## config.mk

```make
export PLATFORM = sky130hd
export DESIGN_NAME = instruction_fetch_unit
export DESIGN_NICKNAME = d
export VERILOG_FILES = /design/src/rtl/fetch_pkg.sv /design/src/rtl/fetch_pc_counter.sv /design/src/rtl/instruction_fetch_unit.sv
export SDC_FILE = /design/constraint.sdc
export NUM_CORES = 1
export LEC_CHECK = 0
export ABC_AREA = 1
export BUFFER_PORTS_ARGS = -buffer_cell sky130_fd_sc_hd__buf_2
export CORE_MARGIN = 5
export CORE_UTILIZATION = 48
export DETAILED_ROUTE_END_ITERATION = 10
export PLACE_DENSITY = 0.84
export SKIP_LAST_GASP = 1
export SYNTH_ARGS = -nofsm -noshare
export SYNTH_HDL_FRONTEND = slang
export SYNTH_HIERARCHICAL = 1
export SYNTH_SLANG_ARGS = --single-unit
```

## constraint.sdc

```tcl
create_clock -name i_clk -period 2.2 [get_ports i_clk]
set_input_delay 0.11 -clock i_clk [delete_from_list [all_inputs] [get_ports i_clk]]
set_output_delay 0.11 -clock i_clk [all_outputs]
set_load 0.02 [all_outputs]
```

## src/rtl/fetch_pkg.sv

```systemverilog
// Shared fetch definitions: FSM state encoding and the instruction word width
// common to the fetch unit and the instruction register.
package fetch_pkg;

  localparam int unsigned FETCH_INSTR_W = 16;

  typedef enum logic [1:0] {
    S_IDLE = 2'd0,
    S_REQ  = 2'd1,
    S_WAIT = 2'd2,
    S_LOAD = 2'd3
  } fetch_state_t;

endpackage

```

## src/rtl/fetch_pc_counter.sv

```systemverilog
// Program counter register: sync reset to RESET_PC, jump load, and modulo-2^PC_W increment.
module fetch_pc_counter #(
  parameter int unsigned PC_W     = 8,
  parameter int unsigned RESET_PC = 0
) (
  input  logic            i_clk,
  input  logic            i_reset,
  input  logic            i_load,
  input  logic [PC_W-1:0] i_load_val,
  input  logic            i_inc,
  output logic [PC_W-1:0] o_pc
);

  logic [PC_W-1:0] r_pc;

  always_ff @(posedge i_clk) begin
    if (i_reset) begin
      r_pc <= PC_W'(RESET_PC);
    end else if (i_load) begin
      r_pc <= i_load_val;
    end else if (i_inc) begin
      r_pc <= r_pc + PC_W'(1);
    end
  end

  assign o_pc = r_pc;

endmodule

```

## src/rtl/instruction_fetch_unit.sv

```systemverilog
// Instruction fetch unit: reads one word at PC from program memory and loads it into the IR.
// Optional build macro IFU_FETCH_COUNT_EN adds a 16-bit count of completed fetches.
module instruction_fetch_unit
  import fetch_pkg::*;
#(
  parameter int unsigned PC_W           = 8,
  parameter int unsigned INSTR_W        = FETCH_INSTR_W,
  parameter int unsigned RESET_PC       = 0,
  parameter int unsigned TIMEOUT_CYCLES = 15
) (
  input  logic               i_clk,
  input  logic               i_reset,
  input  logic               i_fetch_req,
  input  logic               i_halt,
  input  logic               i_jump_en,
  input  logic [PC_W-1:0]    i_jump_addr,
  output logic               o_mem_rd,
  output logic [PC_W-1:0]    o_mem_addr,
  input  logic               i_mem_valid,
  input  logic [INSTR_W-1:0] i_mem_data,
  output logic               o_ir_load,
  output logic [INSTR_W-1:0] o_ir_value,
  output logic               o_fetch_done,
  output logic               o_fetch_err,
  output logic               o_busy,
`ifdef IFU_FETCH_COUNT_EN
  output logic [15:0]        o_fetch_count,
`endif
  output logic [PC_W-1:0]    o_pc
);

  localparam int unsigned CNT_W = (TIMEOUT_CYCLES > 1) ? $clog2(TIMEOUT_CYCLES) : 1;
  localparam logic [CNT_W-1:0] CNT_LAST = CNT_W'(TIMEOUT_CYCLES - 1);

  fetch_state_t        r_state;
  logic [CNT_W-1:0]    r_cnt;
  logic                r_mem_rd;
  logic [PC_W-1:0]     r_mem_addr;
  logic                r_ir_load;
  logic [INSTR_W-1:0]  r_ir_value;
  logic                r_fetch_done;
  logic                r_fetch_err;
  logic                r_busy;
  logic [PC_W-1:0]     w_pc;
  logic                w_pc_load;
  logic                w_pc_inc;

  // Jumps are only legal in IDLE; PC advances on leaving LOAD.
  assign w_pc_load = (r_state == S_IDLE) && i_jump_en;
  assign w_pc_inc  = (r_state == S_LOAD);

  fetch_pc_counter #(
    .PC_W     (PC_W),
    .RESET_PC (RESET_PC)
  ) u_pc (
    .i_clk      (i_clk),
    .i_reset    (i_reset),
    .i_load     (w_pc_load),
    .i_load_val (i_jump_addr),
    .i_inc      (w_pc_inc),
    .o_pc       (w_pc)
  );

  always_ff @(posedge i_clk) begin
    if (i_reset) begin
      r_state      <= S_IDLE;
      r_cnt        <= '0;
      r_mem_rd     <= 1'b0;
      r_mem_addr   <= '0;
      r_ir_load    <= 1'b0;
      r_ir_value   <= '0;
      r_fetch_done <= 1'b0;
      r_fetch_err  <= 1'b0;
      r_busy       <= 1'b0;
    end else begin
      r_mem_rd     <= 1'b0;
      r_ir_load    <= 1'b0;
      r_fetch_done <= 1'b0;
      r_fetch_err  <= 1'b0;
      case (r_state)
        S_IDLE: begin
          if (i_fetch_req && !i_halt) begin
            r_state    <= S_REQ;
            r_mem_rd   <= 1'b1;
            r_mem_addr <= i_jump_en ? i_jump_addr : w_pc;
            r_busy     <= 1'b1;
          end
        end
        S_REQ: begin
          r_state <= S_WAIT;
          r_cnt   <= '0;
        end
        S_WAIT: begin
          if (i_mem_valid) begin
            r_state      <= S_LOAD;
            r_ir_value   <= i_mem_data;
            r_ir_load    <= 1'b1;
            r_fetch_done <= 1'b1;
          end else if (r_cnt == CNT_LAST) begin
            r_state     <= S_IDLE;
            r_fetch_err <= 1'b1;
            r_busy      <= 1'b0;
          end else begin
            r_cnt <= r_cnt + CNT_W'(1);
          end
        end
        S_LOAD: begin
          r_state <= S_IDLE;
          r_busy  <= 1'b0;
        end
        default: begin
          r_state <= S_IDLE;
          r_busy  <= 1'b0;
        end
      endcase
    end
  end

`ifdef IFU_FETCH_COUNT_EN
  logic [15:0] r_fetch_count;

  // Counts completed loads only; wraps naturally at 16 bits.
  always_ff @(posedge i_clk) begin
    if (i_reset) begin
      r_fetch_count <= '0;
    end else if (r_state == S_LOAD) begin
      r_fetch_count <= r_fetch_count + 16'd1;
    end
  end

  assign o_fetch_count = r_fetch_count;
`endif

  assign o_mem_rd     = r_mem_rd;
  assign o_mem_addr   = r_mem_addr;
  assign o_ir_load    = r_ir_load;
  assign o_ir_value   = r_ir_value;
  assign o_fetch_done = r_fetch_done;
  assign o_fetch_err  = r_fetch_err;
  assign o_busy       = r_busy;
  assign o_pc         = w_pc;

endmodule

```

==> summary.md <==
| Metric | Value |
|---|---|
| Status | `complete, no violations` |
| Die ar. | `5583 sq um` |
| Hold buffers post-CTS | `0` |
| DP Area | `approximately 2300 sq um` |
| Leak | `1.177 nW` |
| HPWL after detailed placement | `~3.5 mm` |
| Worst Tran Pin Value | `between 0.5 and 0.6 ns` |
| Port bufs | `66` |
| Commonest non-fill, non-tap cells in the layout | `buf_2, nor2_1, dfxtp_1` |
| Clk_skew | `0.005847 ns` |
| Initial Utilization | `~50%` |
| DRT Pass-1 Iters | `4` |
| Die W | `74.72 um` |
| DIE HEIGHT | `74.72 um` |
| Yosys reg bits | `42` |
| Setup Fix Bufs, Post-CTS | `0` |
| Routed WL per cell | `12.29 um` |
| Flop2flop setup slack | `0.55 ns` |
| Synth Area per Inst | `7.285 sq um` |
| CP Capture Type | `flip-flop` |
| Ant. Diodes | `0` |
| Post-synthesis sequential area ratio | `41.82%` |
| Min-Delay Path Class | `input port to flip-flop` |
| Root buf cell | `clkbuf_8` |
| CTS resizes | `0` |
| Site Rows | `23` |
| Net count, final | `377` |
| Fin. max-slew vios | `0` |
| Crit Path Max Fanout | `19` |
| Yosys cell types | `30` |
| Synth Warn # | `6` |
| P&R area growth vs syn | `23.21%` |
| Final Power | `0.002226 W` |
| Layout cells sized above 1 | `a little over a quarter` |
| Clock latency on the worst-skew pair | `approximately 0.30 ns` |
| Max Cap Violations | `0` |
| Worst EP required | `2.38 ns` |
| Final Cycle Share | `about three quarters` |
| Cells after synthesis | `276` |
| Slowest CP cell | `dfxtp_1` |
| Total gr overflow | `0` |
| Critical path launch point type | `flip-flop` |
| Biggest area consumer among synthesized cells | `dfxtp_1` |
| Total track usage | `17.58%` |
| Crit path time final | `~1.7 ns` |
| DR vias | `1923` |
| Drt total wl | `4.794 mm` |
| Pin count of the biggest net entering global routing | `26` |
| CP peak stage delay | `0.42 ns` |
| Data arrival, critical path | `~1.8 ns` |
| Vias in the first global route | `1673` |
| Critical path type | `flip-flop to flip-flop` |
| Commonest non-fill, non-tap cell in the layout | `buf_2` |
| Final Cell Area | `roughly 2500 sq um` |
| CP Cell Sequence | `inv_1 > ha_1 > nand2_4 > inv_6 > or2_1 > nand3_2 > a21oi_2` |
| CTS Sinks | `between 40 and 50` |
| Syn_nets | `314` |
| Antenna Violating Nets Remaining | `0` |
| Pwr Density | `between 800 and 900 nW/um^2` |
| Htree depth | `2` |
| Setup TNS | `0 ns` |
| Area share of the largest cell type after synthesis | `between 40% and 50%` |
| Final Util | `about three fifths` |
| Routability-driven placement congestion ratio | `0.8261` |
| Netlist Area Pre-Place | `2011 sq um` |
| Fin. Hold Viols | `0` |
| TritonCTS clock tree | `done` |
| I/O Pins | `67` |
| # setup viols final | `0` |
| Worst vdd ir | `roughly 0.36 mV` |
| Clock transition at the registers of the reported paths | `0.08 ns` |
| Core Region | `just over 4000 sq um` |
| Initial DRC Count | `115` |
| Top cells by area, synth | `dfxtp_1, nor2_1, o21ai_0, nand2_1, inv_1` |
| First-pass GRT wire length | `about 7.6 mm` |
| Max-slew headroom | `60.86%` |
| Max Root-Sink Buffers | `2` |
| Vias per cell | `between 4 and 5` |
| RSZ-0062 raised after global routing | `no` |
| Maximum clock frequency | `605.3 MHz` |
| Antenna violations before repair | `0` |
| CTS Buf Count | `5` |
| Drt drc | `0` |
## metrics by stage
stage	cells	hold WS, ns	setup slack (ns)
finish	390	0.04543	0.5480
floorplan	276	0.1724	0.8222
CTS	390	0.03591	0.5582
global placement	382	0.3542	0.6630
detailed placement	382	0.3487	0.5969
global route	390	0.04580	0.3708
## kinds of logic (layout without fill, tap and decap cells)
group | count (synthesis) | after routing | share of synthesized area, %
adder cells (fa/ha/maj) | 8 | 8 | 4.978
XOR/XNOR | 3 | 3 | 1.307
flip-flops | 42 | 42 | 41.82
buffers and inverters | 46 | 110 | 10.14
AO/OA/AOI/OAI | 63 | 63 | 16.93
AND/OR/NAND/NOR | 114 | 114 | 24.83
## where the power goes
part           switching, W  internal [W]
clock              0.000266      0.000454
sequential        0.0000787      0.000844
combinational      0.000375      0.000207
total              0.000720       0.00151
## state kept, by name, summed over array words and instances, names as in the netlist
name,flops
o_fetch_err,1
o_ir_value,16
r_cnt,4
o_busy,1
o_mem_rd,1
o_mem_addr,8
o_fetch_done,1
r_state,2
u_pc/o_pc,8
## worst max-delay path, delay by kind of cell (launching register included)
family,cells,cell delay (ns)
buffers and inverters,2,0.22
adder cells (fa/ha/maj),1,0.32
AND/OR/NAND/NOR,3,0.52
flip-flops,1,0.42
AO/OA/AOI/OAI,1,0.05
## path summary, 6_finish.rpt
check                                   from                          to  depth (start not counted)
setup / recovery     r_state[0]$_SDFFE_PP0P_     r_state[0]$_SDFFE_PP0P_                          7
hold / removal                   i_mem_valid      o_fetch_err$_SDFF_PP0_                          2
setup reg to reg     r_state[0]$_SDFFE_PP0P_     r_state[0]$_SDFFE_PP0P_                          7
hold reg to reg   o_mem_addr[1]$_SDFFE_PP0P_  o_mem_addr[1]$_SDFFE_PP0P_                          2
## synth_stat cells
library cell	count
a21oi_1	17
a21oi_2	2
a22oi_1	4
buf_2	3
buf_4	1
buf_6	1
clkbuf_1	3
clkbuf_2	1
clkbuf_8	1
dfxtp_1	42
ha_1	8
inv_1	33
inv_2	2
inv_6	1
nand2_1	40
nand2_2	3
nand2_4	1
nand3_1	13
nand3_2	4
nand4_1	1
nor2_1	47
nor2_2	3
nor4_1	1
o211ai_1	1
o21ai_0	34
o21ai_1	3
o21bai_1	2
or2_1	1
xnor2_1	2
xor2_1	1
## layout make-up
type	instances	area, sq um
well taps	50	62.56
flip-flops and latches	42	840.8
clock buffers	5	68.82
fillers	372	1551
inverters	36	140.1
clock inverters	3	68.82
repair buffers	66	330.3
multi-input cells	188	965.9
## metal layers
metal	global-route usage, %	up-vias	share of wire, %
met2	29.27	57	47
li1	-	1007	-
met4	5.929	0	1.4
met5	0	-	0
met1	22.28	853	45
met3	4.406	6	6.4
(Power assumes the default switching activity.)
